--- src/rtl/led_blink_pkg.sv ---
`default_nettype none
// +--------------------------------------------------------------------+
// | led_blink_pkg : shared state encoding and default widths for the   |
// |                 LED blink sequencer                                 |
// | Rev 1.0                                                             |
// +--------------------------------------------------------------------+
package led_blink_pkg;

  localparam int CNT_W_DEF = 8;
  localparam int PWM_W_DEF = 4;

  typedef enum logic [1:0] {
    ST_IDLE = 2'd0,
    ST_ON   = 2'd1,
    ST_OFF  = 2'd2
  } led_state_e;

endpackage
`default_nettype wire

--- src/rtl/led_pwm_dimmer.sv ---
`default_nettype none
// +--------------------------------------------------------------------+
// | led_pwm_dimmer : free-running PWM counter with duty compare         |
// | Rev 1.0                                                             |
// +--------------------------------------------------------------------+
module led_pwm_dimmer
  import led_blink_pkg::*;
#(
  parameter int PWM_W = PWM_W_DEF
) (
  input  logic             clk,
  input  logic             rst,
  input  logic [PWM_W-1:0] duty,
  output logic             dim_on
);

  logic [PWM_W-1:0] pwm_cnt_q;
  logic [PWM_W-1:0] pwm_cnt_d;

  always_comb begin
    pwm_cnt_d = pwm_cnt_q + PWM_W'(1);
  end

  always_ff @(posedge clk) begin
    if (rst) begin
      pwm_cnt_q <= '0;
    end else begin
      pwm_cnt_q <= pwm_cnt_d;
    end
  end

  // duty==0 never lights; all-ones leaves exactly one dark slot per window
  assign dim_on = (pwm_cnt_q < duty);

endmodule
`default_nettype wire

--- src/rtl/led_blink_sequencer.sv ---
`default_nettype none
// +--------------------------------------------------------------------+
// | led_blink_sequencer : tick-driven programmable ON/OFF LED pattern   |
// |   with shadowed config; define LED_DIM_EN for PWM dimming (DUTY).   |
// | Rev 1.0                                                             |
// +--------------------------------------------------------------------+
module led_blink_sequencer
  import led_blink_pkg::*;
#(
  parameter int CNT_W = CNT_W_DEF,
  parameter int PWM_W = PWM_W_DEF
) (
  input  logic             CLK100MHZ,
  input  logic             RST,
  input  logic             TICK,
  input  logic             ENABLE,
  input  logic             CFG_VALID,
  output logic             CFG_READY,
  input  logic [CNT_W-1:0] CFG_ON,
  input  logic [CNT_W-1:0] CFG_OFF,
  output logic             LED,
  output logic             PHASE_DONE
`ifdef LED_DIM_EN
  ,
  input  logic [PWM_W-1:0] DUTY
`endif
);

  led_state_e       state_q,      state_d;
  logic [CNT_W-1:0] cnt_q,        cnt_d;
  logic [CNT_W-1:0] on_len_q,     on_len_d;
  logic [CNT_W-1:0] off_len_q,    off_len_d;
  logic [CNT_W-1:0] sh_on_q,      sh_on_d;
  logic [CNT_W-1:0] sh_off_q,     sh_off_d;
  logic             pending_q,    pending_d;
  logic             phase_done_q, phase_done_d;

  logic             accept;
  logic             boundary;
  logic [CNT_W-1:0] new_on;
  logic [CNT_W-1:0] new_off;
  logic             dim_on;

  assign accept  = CFG_VALID & ~pending_q;
  assign new_on  = pending_q ? sh_on_q  : on_len_q;
  assign new_off = pending_q ? sh_off_q : off_len_q;

  always_comb begin
    state_d      = state_q;
    cnt_d        = cnt_q;
    on_len_d     = on_len_q;
    off_len_d    = off_len_q;
    sh_on_d      = sh_on_q;
    sh_off_d     = sh_off_q;
    pending_d    = pending_q;
    phase_done_d = 1'b0;
    boundary     = 1'b0;

    unique case (state_q)
      ST_IDLE: begin
        cnt_d = '0;
        // A config shadowed just before ENABLE dropped would otherwise never
        // reach a boundary, so IDLE promotes it.
        if (pending_q) begin
          on_len_d  = sh_on_q;
          off_len_d = sh_off_q;
          pending_d = 1'b0;
        end else if (accept) begin
          on_len_d  = CFG_ON;
          off_len_d = CFG_OFF;
        end
        if (ENABLE && ((on_len_q | off_len_q) != '0)) begin
          state_d = (on_len_q != '0) ? ST_ON : ST_OFF;
        end
      end
      ST_ON: begin
        if (ENABLE && TICK) begin
          if (cnt_q == on_len_q - CNT_W'(1)) begin
            cnt_d = '0;
            if (off_len_q == '0) begin
              boundary = 1'b1;
            end else begin
              state_d = ST_OFF;
            end
          end else begin
            cnt_d = cnt_q + CNT_W'(1);
          end
        end
      end
      ST_OFF: begin
        if (ENABLE && TICK) begin
          if (cnt_q == off_len_q - CNT_W'(1)) begin
            cnt_d    = '0;
            boundary = 1'b1;
          end else begin
            cnt_d = cnt_q + CNT_W'(1);
          end
        end
      end
      default: begin
        state_d = ST_IDLE;
        cnt_d   = '0;
      end
    endcase

    if (boundary) begin
      phase_done_d = 1'b1;
      on_len_d     = new_on;
      off_len_d    = new_off;
      pending_d    = 1'b0;
      if ((new_on | new_off) == '0) begin
        state_d = ST_IDLE;
      end else begin
        state_d = (new_on != '0) ? ST_ON : ST_OFF;
      end
    end

    // Accepted while running: held in the shadow until the next boundary,
    // even when this very edge is itself a boundary.
    if (accept && (state_q != ST_IDLE)) begin
      sh_on_d   = CFG_ON;
      sh_off_d  = CFG_OFF;
      pending_d = 1'b1;
    end

    if (!ENABLE) begin
      state_d = ST_IDLE;
      cnt_d   = '0;
    end
  end

  always_ff @(posedge CLK100MHZ) begin
    if (RST) begin
      state_q      <= ST_IDLE;
      cnt_q        <= '0;
      on_len_q     <= '0;
      off_len_q    <= '0;
      sh_on_q      <= '0;
      sh_off_q     <= '0;
      pending_q    <= 1'b0;
      phase_done_q <= 1'b0;
    end else begin
      state_q      <= state_d;
      cnt_q        <= cnt_d;
      on_len_q     <= on_len_d;
      off_len_q    <= off_len_d;
      sh_on_q      <= sh_on_d;
      sh_off_q     <= sh_off_d;
      pending_q    <= pending_d;
      phase_done_q <= phase_done_d;
    end
  end

`ifdef LED_DIM_EN
  led_pwm_dimmer #(
    .PWM_W (PWM_W)
  ) u_dimmer (
    .clk    (CLK100MHZ),
    .rst    (RST),
    .duty   (DUTY),
    .dim_on (dim_on)
  );
`else
  // Without the dimmer the ON phase is always full brightness.
  assign dim_on = (PWM_W > 0);
`endif

  assign CFG_READY  = ~pending_q;
  assign PHASE_DONE = phase_done_q;
  assign LED        = (state_q == ST_ON) & dim_on;

endmodule
`default_nettype wire

--- config.mk ---
export PLATFORM = sky130hd
export DESIGN_NAME = led_blink_sequencer
export DESIGN_NICKNAME = d
export VERILOG_FILES = /design/src/rtl/led_blink_pkg.sv /design/src/rtl/led_pwm_dimmer.sv /design/src/rtl/led_blink_sequencer.sv
export SDC_FILE = /design/constraint.sdc
export NUM_CORES = 1
export LEC_CHECK = 0
export ABC_CLOCK_PERIOD_IN_PS = 3100
export CAP_MARGIN = 20
export CORE_MARGIN = 3
export CORE_UTILIZATION = 55
export CTS_BUF_LIST = sky130_fd_sc_hd__clkbuf_4 sky130_fd_sc_hd__clkbuf_8
export DETAILED_ROUTE_END_ITERATION = 7
export PLACE_DENSITY = 0.76
export SETUP_SLACK_MARGIN = 0.4
export SYNTH_ARGS = -nofsm -noshare
export SYNTH_HDL_FRONTEND = slang
export SYNTH_SLANG_ARGS = --single-unit
--- constraint.sdc ---
create_clock -name CLK100MHZ -period 3.1 [get_ports CLK100MHZ]
set_input_delay 0.31 -clock CLK100MHZ [delete_from_list [all_inputs] [get_ports CLK100MHZ]]
set_output_delay 0.31 -clock CLK100MHZ [all_outputs]
set_load 0.01 [all_outputs]
==> results.py <==
metrics = {
    "global_routing": {
        "grt_overflow": 0,
        "grt_busiest_layer": "met2",
        "grt_use_met2_pct": 40.8,
        "antenna_found_initial": 0,
        "grt_pass1_vias": 2711,
        "grt_max_degree": 35,
        "use_met3_pct": 3.85,
        "grt_pass1_wl_um": 12400,
        "use_met1_pct": 31.4,
        "grtUsageTotal_pct": 24.5,
    },
    "floorplan": {
        "core_um2": 5140,
        "initial_utilization_pct": 57.3,
        "ios": 24,
        "rows": 26,
        "die_area_um2": 6270,
        "die_h_um": 79.2,
        "die-width_um": 79.2,
    },
    "run": {
        "drv_cap": 0,
    },
    "timing": {
        "final.period_utilization_pct": 88.6,
        "rsz0062_at_grt": "yes",
        "finalSetupTns_ns": 0,
        "fin_skew_ns": 0.00678,
        "maxSlewViolCount": 0,
        "hold_violations": 0,
        "slew_headroom_pct": 56.4,
        "period_needed_ns": 2.75,
        "hold_slack_ns": 0.478,
        "setup_viol": 0,
        "tightest_slew_ns": 0.652,
        "max_freq_mhz": 364,
    },
    "synthesis": {
        "yosys_warnings": 0,
        "ys.flop_type": "dfxtp_1",
        "postSynthAreaPerCell_um2": 8.01,
        "async_flop_share_pct": 0,
        "synth-seq-cells": 44,
        "synth_top_area_share_pct": 29.9,
        "synth_common_cells": "nor2_1 (45), dfxtp_1 (44), nand2_1 (44)",
        "netlist_instances": 368,
        "yosysTopAreaCell": "dfxtp_1",
        "yosysMostFrequentCell": "nor2_1",
        "synthMuxAreaShare_pct": 2.38,
        "synth-simple-area-share_pct": 26.8,
        "synth_xor_area_share_pct": 5.05,
        "yosys.area_share.adder_pct": 3.40,
        "synth_edf_count": 0,
        "synth.distinct_cells": 61,
        "synth_top_family_by_area": "compound AO/OA/AOI/OAI gates",
        "yosysSeqAreaShare_pct": 29.9,
        "synth_compound_area_share_pct": 26.8,
        "synthTopCellsByArea": "dfxtp_1 (30%), nor2_1 (5.7%), nand2_1 (5.6%), o211a_1 (5.1%), a21oi_1 (4.9%)",
        "synthesis.nets": 397,
        "synth_area_um2": 2950,
    },
    "worst_setup_path": {
        "cp-end-kind": "flip-flop",
        "start_kind": "flip-flop",
        "r2r-end": "on_len_q[5]",
        "setup.worst_path.start": "off_len_q[1]",
        "worstPathRequired_ns": 3.35,
        "cp_max_fo": 8,
        "worstPathArrival_ns": 2.99,
        "rrSetupSlack_ns": 0.35,
        "crit_type": "flip-flop to flip-flop",
        "regToRegStartpoint": "off_len_q[1]",
        "r2r_cells": 9,
    },
    "route": {
        "first_pass_iters": 4,
        "wl_per_cell_um": 16.5,
        "dr.first_iter.drc_count": 215,
        "drc": 0,
        "detail-route-antenna-nets": 0,
        "dr_total_vias": 2785,
        "via_per_inst": 6.09,
        "wirelength_um": 7560,
    },
    "pwr": {
        "finalPower_mw": 2.09,
        "powerDensity_nw_per_um2": 601,
        "vdd_drop_max_uv": 406,
        "leakagePower_nw": 1.41,
    },
    "clocking": {
        "hold_buffers": 0,
        "clkTransAtPathRegs_ns": 0.09,
        "cts_max_level": 2,
        "clockBufferDepth": 2,
        "cts-root-buf": "clkbuf_8",
        "numClockSinks": 44,
        "clk_latency_ns": 0.30,
        "cts_buffers": 5,
        "cts_tree": "yes",
    },
    "placement": {
        "post-dp-hpwl_um": 5200,
        "place_congestion": 0.916,
        "portBuffers": 23,
    },
    "final_layout": {
        "drive_gt1_share_pct": 12.7,
        "diodes": 0,
        "seq_area_um2": 890,
        "layout.nets": 415,
        "n_fill_cell": 442,
        "multiInputGateArea_um2": 2000,
        "area_growth_pct": 17.9,
    },
    "hold_path": {
        "hold_start": "sh_off_q[7]",
        "min_path_cells": 2,
        "hp-class": "flip-flop to flip-flop",
        "min_delay_worst_endpoint": "sh_off_q[7]",
    },
    "outcome": {
        "status": "completed",
    },
}
==> timing repair <==
action | in CTS | in global routing
resized for setup | 5 | 21
pin swaps | 0 | 13
endpoints found under the setup margin | 19 | 26
gates cloned | 0 | 1
buffers inserted | 0 | 4
==> cells in the final DEF (no fill, tap or decap), drive strengths merged, types with 3 or more instances in the layout <==
master,count
a211oi,3
nand2,44
nand4b,3
o21ai,10
inv,10
a2111oi,3
a31oi,5
nor4b,3
mux2,3
clkdlybuf4s50,23
a21oi,29
clkbuf,7
nand2b,16
nand3,6
o221a,15
or3,4
nor3,9
o2111ai,3
nor4,6
buf,13
and3,4
dfxtp,44
o211a,15
ha,8
nand4,3
nor2,46
xor2,14
xnor2,3
or2,3
==> how the worst max path moves through the flow <==
stage | endpoint | slack (ns) | depth (start not counted)
2_1_floorplan | on_len_q[3] | 0.41 | 11
3_3_place_gp | on_len_q[0] | 0.36 | 10
3_5_place_dp | on_len_q[6] | 0.31 | 10
4_1_cts | on_len_q[6] | 0.40 | 9
5_1_grt | on_len_q[0] | 0.30 | 9
6_report | on_len_q[5] | 0.35 | 9
==> sequential cells by signal, summed over array words and instances, names as in the netlist <==
| register | cells |
|---|---|
| PHASE_DONE | 1 |
| cnt_q | 8 |
| off_len_q | 8 |
| on_len_q | 8 |
| pending_q | 1 |
| sh_off_q | 8 |
| sh_on_q | 8 |
| state_q | 2 |
==> power by group <==
group	internal (mW)	leakage (nW)	switching, mW
clock	0.170	0.0448	0.214
sequential	0.646	0.361	0.134
combinational	0.449	1.00	0.477
==> critical path, cell delays in order, from the launching register on <==
cell and delay (ns):
dfxtp_4 0.37, or2_4 0.26, or4b_1 0.50, a211o_1 0.30, a211oi_4 0.30, mux2i_4 0.15
o2111ai_4 0.27, clkbuf_16 0.21, o221a_1 0.19, o211a_1 0.14
==> cell type report <==
cell class | count | share of cell area [%]
Clock buffer | 6 | 2.20
Clock inverter | 2 | 0.468
Inverter | 10 | 1.08
Multi-Input combinational cell | 288 | 57.6
Sequential cell | 44 | 25.6
Tap cell | 70 | 2.52
Timing Repair Buffer | 37 | 10.5
==> per-stage QoR <==
stage	cell area [um2]	worst slack [ns]	cells	utilization [%]
6_report	3470	0.355	457	67.6
5_1_grt	3470	0.301	457	67.6
4_1_cts	3320	0.398	452	64.6
3_5_place_dp	3220	0.313	444	62.6
3_3_place_gp	3220	0.359	444	62.6
2_1_floorplan	2980	0.406	368	-
==> per-layer routing <==
metal	up-vias	share of wire, %
li1	1386	-
met1	1293	45
met5	-	0
met4	0	1.8
met2	92	48
met3	14	5.9
==> logic make-up after synthesis <==
family                     count (synthesis)
and+or+nand+nor                          158
AOI/OAI and AO/OA                        100
DFF                                       44
buffers and inverters                     36
xor gates and xnor gates                  17
adders and majority gates                  8
muxes                                      5
Power figures use the tool's default switching activity.
